[src/rtl/vm_pkg.sv]
// ---------------------------------------------------------------------------
// vm_pkg
//
// Definitions shared by the vending-machine blocks (the coin acceptor and
// the change dispenser):
//   - 2-bit coin codes on the coin bus and their face values
//   - state encoding of the change dispenser FSM
//   - default amount width
//   - pick_coin: the greedy denomination choice (10, then 5, then 1)
//
// pick_coin takes its operands at a fixed PICK_W width so that callers with
// different AMT_W / INV_W settings can zero-extend into it.
// ---------------------------------------------------------------------------
package vm_pkg;

   localparam int AMT_W  = 5;
   localparam int PICK_W = 16;

   // Coin bus encoding
   localparam logic [1:0] COIN_NONE = 2'b00;
   localparam logic [1:0] COIN_1    = 2'b01;
   localparam logic [1:0] COIN_5    = 2'b10;
   localparam logic [1:0] COIN_10   = 2'b11;

   // Face values
   localparam int VAL_1  = 1;
   localparam int VAL_5  = 5;
   localparam int VAL_10 = 10;

   typedef enum logic [1:0] {
      ST_IDLE   = 2'd0,
      ST_SELECT = 2'd1,
      ST_PULSE  = 2'd2,
      ST_GAP    = 2'd3
   } disp_state_t;

   typedef struct packed {
      logic [1:0] code;   // COIN_NONE when nothing fits
      logic [4:0] value;  // face value of code, 0 for COIN_NONE
   } coin_pick_t;

   // Greedy choice. A coin is only offered when the amount still owed is at
   // least its value and there is stock of it, so the caller can subtract
   // without any risk of wrap-around.
   function automatic coin_pick_t pick_coin(
      input logic [PICK_W-1:0] remaining,
      input logic [PICK_W-1:0] inv_1,
      input logic [PICK_W-1:0] inv_5,
      input logic [PICK_W-1:0] inv_10
   );
      coin_pick_t p;
      p.code  = COIN_NONE;
      p.value = '0;
      if ((remaining >= PICK_W'(VAL_10)) && (inv_10 != '0)) begin
         p.code  = COIN_10;
         p.value = 5'(VAL_10);
      end else if ((remaining >= PICK_W'(VAL_5)) && (inv_5 != '0)) begin
         p.code  = COIN_5;
         p.value = 5'(VAL_5);
      end else if ((remaining >= PICK_W'(VAL_1)) && (inv_1 != '0)) begin
         p.code  = COIN_1;
         p.value = 5'(VAL_1);
      end
      return p;
   endfunction

endpackage

[src/rtl/change_dispenser.sv]
// ---------------------------------------------------------------------------
// change_dispenser
//
// Pays out change one coin at a time on a 2-bit coin bus, choosing coins
// greedily (10, 5, 1) against per-denomination inventory counters. Each
// coin code is held for PULSE_CYCLES cycles and followed by at least
// GAP_CYCLES+1 cycles of 00 so an edge-detecting coin counter downstream
// sees every coin exactly once.
//
// Ports:
//   clk        clock
//   reset      synchronous, active-high; aborts any dispense in progress
//   start      one-cycle request, sampled only while idle
//   amount     change to return, captured with start
//   refill     reload all inventories to INV_INIT, honoured only while idle
//              and only when start is low
//   coin_out   coin code being dispensed (00 = none)
//   busy       dispense in progress
//   done       one-cycle completion pulse (busy already low)
//   short      valid with done, held until next start: change not covered
//   remaining  amount still owed; the shortfall after a short completion
//   inv_1/5/10 current inventory of each denomination
// ---------------------------------------------------------------------------
module change_dispenser #(
   parameter int AMT_W        = vm_pkg::AMT_W,
   parameter int INV_W        = 4,
   parameter int INV_INIT     = 8,
   parameter int PULSE_CYCLES = 2,
   parameter int GAP_CYCLES   = 2
) (
   input  logic             clk,
   input  logic             reset,
   input  logic             start,
   input  logic [AMT_W-1:0] amount,
   input  logic             refill,
   output logic [1:0]       coin_out,
   output logic             busy,
   output logic             done,
   output logic             short,
   output logic [AMT_W-1:0] remaining,
   output logic [INV_W-1:0] inv_1,
   output logic [INV_W-1:0] inv_5,
   output logic [INV_W-1:0] inv_10
);

   import vm_pkg::PICK_W;
   import vm_pkg::COIN_NONE;
   import vm_pkg::disp_state_t;
   import vm_pkg::ST_IDLE;
   import vm_pkg::ST_SELECT;
   import vm_pkg::ST_PULSE;
   import vm_pkg::ST_GAP;
   import vm_pkg::coin_pick_t;
   import vm_pkg::pick_coin;

   // Phase counter only has to reach the longer of the two hold times.
   localparam int CNT_MAX = (PULSE_CYCLES > GAP_CYCLES) ? PULSE_CYCLES : GAP_CYCLES;
   localparam int CNT_W   = (CNT_MAX > 1) ? $clog2(CNT_MAX) : 1;

   localparam logic [INV_W-1:0] INV_LOAD  = INV_W'(INV_INIT);
   localparam logic [CNT_W-1:0] PULSE_END = CNT_W'(PULSE_CYCLES - 1);
   localparam logic [CNT_W-1:0] GAP_END   = CNT_W'(GAP_CYCLES - 1);

   disp_state_t      state_reg;
   logic [1:0]       coin_reg;
   logic             busy_reg;
   logic             done_reg;
   logic             short_reg;
   logic [AMT_W-1:0] remaining_reg;
   logic [CNT_W-1:0] cnt_reg;

   // Inventory indexed by coin code: [1] = 1, [2] = 5, [3] = 10.
   logic [INV_W-1:0] inv_reg [1:3];

   coin_pick_t       pick;

   // Greedy choice is combinational from the registered state; it is only
   // acted on in SELECT.
   assign pick = pick_coin(PICK_W'(remaining_reg),
                           PICK_W'(inv_reg[1]),
                           PICK_W'(inv_reg[2]),
                           PICK_W'(inv_reg[3]));

   always_ff @(posedge clk) begin
      if (reset) begin
         state_reg     <= ST_IDLE;
         coin_reg      <= COIN_NONE;
         busy_reg      <= 1'b0;
         done_reg      <= 1'b0;
         short_reg     <= 1'b0;
         remaining_reg <= '0;
         cnt_reg       <= '0;
         for (int i = 1; i <= 3; i++) begin
            inv_reg[i] <= INV_LOAD;
         end
      end else begin
         done_reg <= 1'b0;

         case (state_reg)
            ST_IDLE: begin
               // start has priority; a refill in the same cycle is lost.
               if (start) begin
                  remaining_reg <= amount;
                  short_reg     <= 1'b0;
                  busy_reg      <= 1'b1;
                  state_reg     <= ST_SELECT;
               end else if (refill) begin
                  for (int i = 1; i <= 3; i++) begin
                     inv_reg[i] <= INV_LOAD;
                  end
               end
            end

            ST_SELECT: begin
               if (pick.code != COIN_NONE) begin
                  coin_reg      <= pick.code;
                  remaining_reg <= remaining_reg - AMT_W'(pick.value);
                  for (int i = 1; i <= 3; i++) begin
                     if (pick.code == 2'(i)) begin
                        inv_reg[i] <= inv_reg[i] - INV_W'(1);
                     end
                  end
                  cnt_reg   <= '0;
                  state_reg <= ST_PULSE;
               end else begin
                  // Nothing fits: either paid in full or out of suitable
                  // coins, in which case remaining keeps the shortfall.
                  done_reg  <= 1'b1;
                  short_reg <= (remaining_reg != '0);
                  busy_reg  <= 1'b0;
                  state_reg <= ST_IDLE;
               end
            end

            ST_PULSE: begin
               if (cnt_reg == PULSE_END) begin
                  coin_reg  <= COIN_NONE;
                  cnt_reg   <= '0;
                  state_reg <= ST_GAP;
               end else begin
                  cnt_reg <= cnt_reg + CNT_W'(1);
               end
            end

            ST_GAP: begin
               if (cnt_reg == GAP_END) begin
                  cnt_reg   <= '0;
                  state_reg <= ST_SELECT;
               end else begin
                  cnt_reg <= cnt_reg + CNT_W'(1);
               end
            end

            default: begin
               coin_reg  <= COIN_NONE;
               busy_reg  <= 1'b0;
               state_reg <= ST_IDLE;
            end
         endcase
      end
   end

   assign coin_out  = coin_reg;
   assign busy      = busy_reg;
   assign done      = done_reg;
   assign short     = short_reg;
   assign remaining = remaining_reg;
   assign inv_1     = inv_reg[1];
   assign inv_5     = inv_reg[2];
   assign inv_10    = inv_reg[3];

endmodule

[config.mk]
export PLATFORM = sky130hd
export DESIGN_NAME = change_dispenser
export DESIGN_NICKNAME = d
export VERILOG_FILES = /design/src/rtl/vm_pkg.sv /design/src/rtl/change_dispenser.sv
export SDC_FILE = /design/constraint.sdc
export NUM_CORES = 1
export LEC_CHECK = 0
export ABC_AREA = 1
export CORE_ASPECT_RATIO = 0.7
export CORE_UTILIZATION = 45
export DETAILED_ROUTE_END_ITERATION = 10
export GPL_ROUTABILITY_DRIVEN = 0
export PLACE_DENSITY = 0.83
export SLEW_MARGIN = 20
export SYNTH_ARGS = -nofsm -noshare
export SYNTH_HDL_FRONTEND = slang
export SYNTH_SLANG_ARGS = --single-unit
[constraint.sdc]
create_clock -name clk -period 1.9 [get_ports clk]
set_input_delay 0.38 -clock clk [delete_from_list [all_inputs] [get_ports clk]]
set_output_delay 0.38 -clock clk [all_outputs]
set_load 0.03 [all_outputs]
Word level (Yosys, flattened, before mapping)
Memories as Yosys holds them, arrays and structs flattened.
Index checks and enable logic that the tools add are counted.
Widths: inputs -> output; s select.
{"block": "totals", "n_memories": 1, "romBits": 0, "word_cells": 105, "in_bits": 9, "latch_bits": 0, "ff_bits": 13, "ramBits": 12}
{"block": "classes", "reduce_logical": 19, "n_mul": 0, "n_eq_ne": 11, "mux": 52, "addsub": 5, "n_shift": 0, "bitwise_logic": 7, "magnitude_cmp": 3, "div": 0}
{"memory": "inv_reg", "words": 3, "word_bits": 4, "rd": 3, "rd_clocked_by_memory_dff": 0, "write_ports": 3, "line": "change_dispenser.sv:73", "rtl": "logic [INV_W-1:0] inv_reg [1:3];"}
{"op": "$mux 1", "n": 29}
{"op": "$mux 4", "n": 6}
{"op": "$mux 7", "n": 2}
{"op": "$mux 2", "n": 6}
{"op": "$reduce_and 3->1", "n": 4}
{"op": "$reduce_bool 4->1", "n": 3}
{"op": "$sub 4x1->4 const B", "n": 3}
{"op": "$mux 5", "n": 2}
{"op": "$ne 2x2->1 const B", "n": 5}
{"op": "$pmux 5 s2", "n": 1}
{"op": "$eq 2x2->1 const B", "n": 4}
{"op": "$pmux 2 s4", "n": 1}
{"op": "$reduce_bool 2->1", "n": 4}
{"op": "$mux 6", "n": 1}
{"op": "$or 1x1->1", "n": 6}
{"op": "$pmux 1 s2", "n": 3}
{"op": "$ge 5x1->1 const B", "n": 1}
{"op": "$ge 5x3->1 const B", "n": 1}
{"op": "$ge 5x4->1 const B", "n": 1}
{"op": "$reduce_bool 5->1", "n": 1}
{"op": "$sub 5x5->5", "n": 1}
{"op": "$eq 2x1->1 const B", "n": 2}
{"op": "$pmux 2 s2", "n": 1}
{"op": "$reduce_or 2->1", "n": 2}
{"op": "5 further kinds", "n": 7}

Depth between registers and ports, before layout
{"block": "logic_depth", "ltp_word": 12, "mapped_depth": 18}

Worst setup path before layout
Ideal clock, no wire load.
{"block": "synth_path", "path_type": "register to register", "startpoint": "reg, netlist name inv_reg[0][12]", "endpoint": "reg remaining_reg[4], in the netlist remaining[4]", "setup_time_ns": 0.116, "setup_slack_ns": -0.471, "t_required_ns": 1.784, "t_arrival_ns": 2.255, "path_stages_with_launch": 18, "period_less_slack_ns": 2.371, "path_cell_list": "edfxtp_1 -> inv_1 -> ha_1 -> nand2_1 -> nand3_4 -> nand4_1 -> nand2_1 -> ha_1 -> inv_1 -> fa_1 -> nand3_1 -> nand2_1 -> nand2_1 -> nand3_1 -> nand2_1 -> nand3_1 -> nand2_1 -> nor2_1"}
{"element": "to (signal assigned)", "line": "change_dispenser.sv:103", "rtl": "remaining_reg <= amount;"}
{"element": "to (signal assigned)", "line": "change_dispenser.sv:117", "rtl": "remaining_reg <= remaining_reg - AMT_W'(pick.value);"}
{"element": "to (decl)", "line": "change_dispenser.sv:69", "rtl": "logic [AMT_W-1:0] remaining_reg;"}

==> run metrics <==
status complete, but fails checks; violated checks setup timing; Most used DFF post-synth dfxtp_1; most common cell in the netlist nand2_1; Fin Setup TNS -761 ps; unrepaired setup endpoints after global routing true; Final Max Tran Viols 0; adder-cell share of the synthesized area between 10% and 20%; MaxCap Viol Count 0; Clk Latency, worst-skew pair roughly 270 ps; final hold vios 0; total power roughly 3.9 mW; core area about 0.0033 mm^2; crit path time final between 2000 and 2500 ps; layout cells sized above 1 between 20% and 30%; CP Data Required Time approximately 2100 ps; Max-slew headroom 77.7%; ranking of synthesized cells by area edfxtp_1 23%, dfxtp_1 16%, nand2_1 12%; Detailed Place HPWL around 2.9 mm; CTS Buffer Depth 2; #FFs+latches synth 25; Final setup viols 4; Critical Path Start Type flip-flop; FF-to-FF setup slack -290 ps; post-synthesis mux area share less than 1%; largest family of logic cells by synthesized area simple AND/OR/NAND/NOR gates; r2r startpoint inv_reg[0][13]; Cells after Synth between 200 and 250; register area share after synthesis 39.3%; CTS tree built; Diodes inserted 0; drt first pass iters 4; CP Max Fanout 3; CTS H-tree lvls 1; Initial Utilization between 40% and 50%; WP data arrival between 2000 and 2500 ps; drt initial violations 103; Layout area overhead 46.3%; Synth area leader edfxtp_1; synth warn 0; DRC violations left 0; Horiz. Die Dim 72.8 um; Max Clk Rate approximately 0.46 GHz; r2r endpoint remaining[4]; fin nets 300; top-area cell type share of the netlist area a little under a quarter; Placement Setup Slack -316 ps; Post-synth top cells 52 x nand2_1, 29 x nor2_1, 26 x inv_1, 17 x nand3_1, 16 x a21oi_1; Synth Cell Area ~0.0016 mm^2; min setup slack post-route -294 ps; # clock sinks 25; Root Buffer clkbuf_8; final setup skew about 5.3 ps; largest net degree at the start of global routing 14; Final period util 115%; Syn Nets 230; Post-Synth Simple-Gate Area ~32%; Pleak approximately 1.1 nW; DRT Wirelength approximately 4 mm; ys async rst share 0%; Die H just over 50 um; max reg flops 12; overall routing resource usage between 20 and 25%; first-pass GRT wire length 6.52 mm; Slew @ Worst Pin ~330 ps; CP Launch Point inv_reg[0][13]; number of global-route vias before repair ~1.5k; CTS Buf Count 3; initial antenna violation count 0; # IOs 31; via count about 1.6k; Vias/cell between 4 and 5; Hold Path Depth 2; Worst Reg2Reg Path Length in Cells 17; clock-pin slew on the worst setup and hold paths roughly 90 ps; crit path capture remaining[4]; Post-Synth XOR/XNOR Area roughly 2.2%; CP endpoint kind flip-flop; # rows 17; full die area around 0.0038 mm^2; Final ANT Viol Nets 0; utilization after layout 71.0%; port bufs 30; VDD IR max between 0.0009 and 0.001 V; worst min path class reg2reg; syn_area_per_cell around 7.6 um^2; pwr dens 1670 mW/mm^2; number of synthesized flops with an enable pin 12; count of cell types in the netlist 26; Avg WL per Cell about 12 um; post-synthesis compound-gate area fraction approximately 6.7%; Crit Path Category reg2reg; grt total ovfl 0
[what timing repair did]
action,4_1_cts,5_1_grt
endpoints found under the setup margin,5,6
resized for setup,10,5
pin swaps,1,4
hold buffers,0,0
setup buffers,1,1
[where the power goes]
part | internal [mW] | total (mW) | switching [mW] | leakage (nW)
sequential | 0.730 | 0.826 | 0.0966 | 0.224
clock | 0.150 | 0.323 | 0.173 | 0.0228
combinational | 1.21 | 2.70 | 1.49 | 0.852
total | 2.09 | 3.85 | 1.76 | 1.10
[worst max-delay path, stage by stage (launching register included)]
cell and delay (ps):
edfxtp_1 420, inv_2 100, ha_4 150, nand2_4 50
nand3_4 60, nand4_1 120, nand2_1 90, ha_2 170
inv_2 40, fa_2 350, nand3_2 100, nand2_1 50
nand2_1 60, nand3_1 60, nand2_1 60, nand3_1 70
nand2_1 70, nor2_1 30
[per-layer routing]
layer  wire (um)  global-route usage [%]
met5           0                       0
met3         191                    4.07
met1        1850                    30.4
met2        1810                    39.4
met4          34                    4.58
[layout make-up]
type | instances | area [um^2]
Fill cell | 253 | 942
Multi-Input combinational cell | 152 | 892
Sequential cell | 25 | 621
Timing Repair Buffer | 69 | 594
Inverter | 27 | 101
Tap cell | 47 | 58.8
Clock buffer | 4 | 45.0
[worst min-delay path by stage]
stage / startpoint / endpoint / slack [ps]
2_1_floorplan: reset / busy / 450
3_3_place_gp: busy / busy / 450
3_5_place_dp: busy / busy / 460
4_1_cts: busy / busy / 470
5_1_grt: busy / busy / 480
6_report: busy / busy / 460
[cells by family (layout without fill, tap and decap cells)]
family / count (synthesis) / in the layout
flip-flops: 25 / 25
buffers and inverters: 31 / 100
adder cells (fa/ha/maj): 13 / 13
AO/OA/AOI/OAI: 21 / 21
AND/OR/NAND/NOR: 113 / 113
XOR/XNOR: 4 / 4
multiplexers: 1 / 1
[per-stage QoR]
step | instances | hold WS (ps) | area, um^2
finish | 324 | 464 | 2310
global placement | 318 | 447 | 2200
CTS | 323 | 468 | 2290
detailed placement | 318 | 458 | 2200
global route | 324 | 485 | 2310
floorplan | 208 | 449 | 1590
[cells in the final DEF, fill, tap and decap left out, types with 3 or more instances in the layout]
cell type / synthesis / final
nand2_1: 52 / 50
buf_4: 1 / 39
nor2_1: 29 / 29
clkdlybuf4s50_1: 0 / 28
inv_1: 26 / 21
nand3_1: 17 / 16
a21oi_1: 16 / 15
dfxtp_1: 13 / 13
edfxtp_1: 12 / 12
ha_1: 12 / 8
inv_2: 1 / 6
or2_2: 5 / 5
o21ai_0: 5 / 5
ha_4: 0 / 3
clkbuf_8: 0 / 3
No activity file was read; power rests on OpenSTA's default activity.
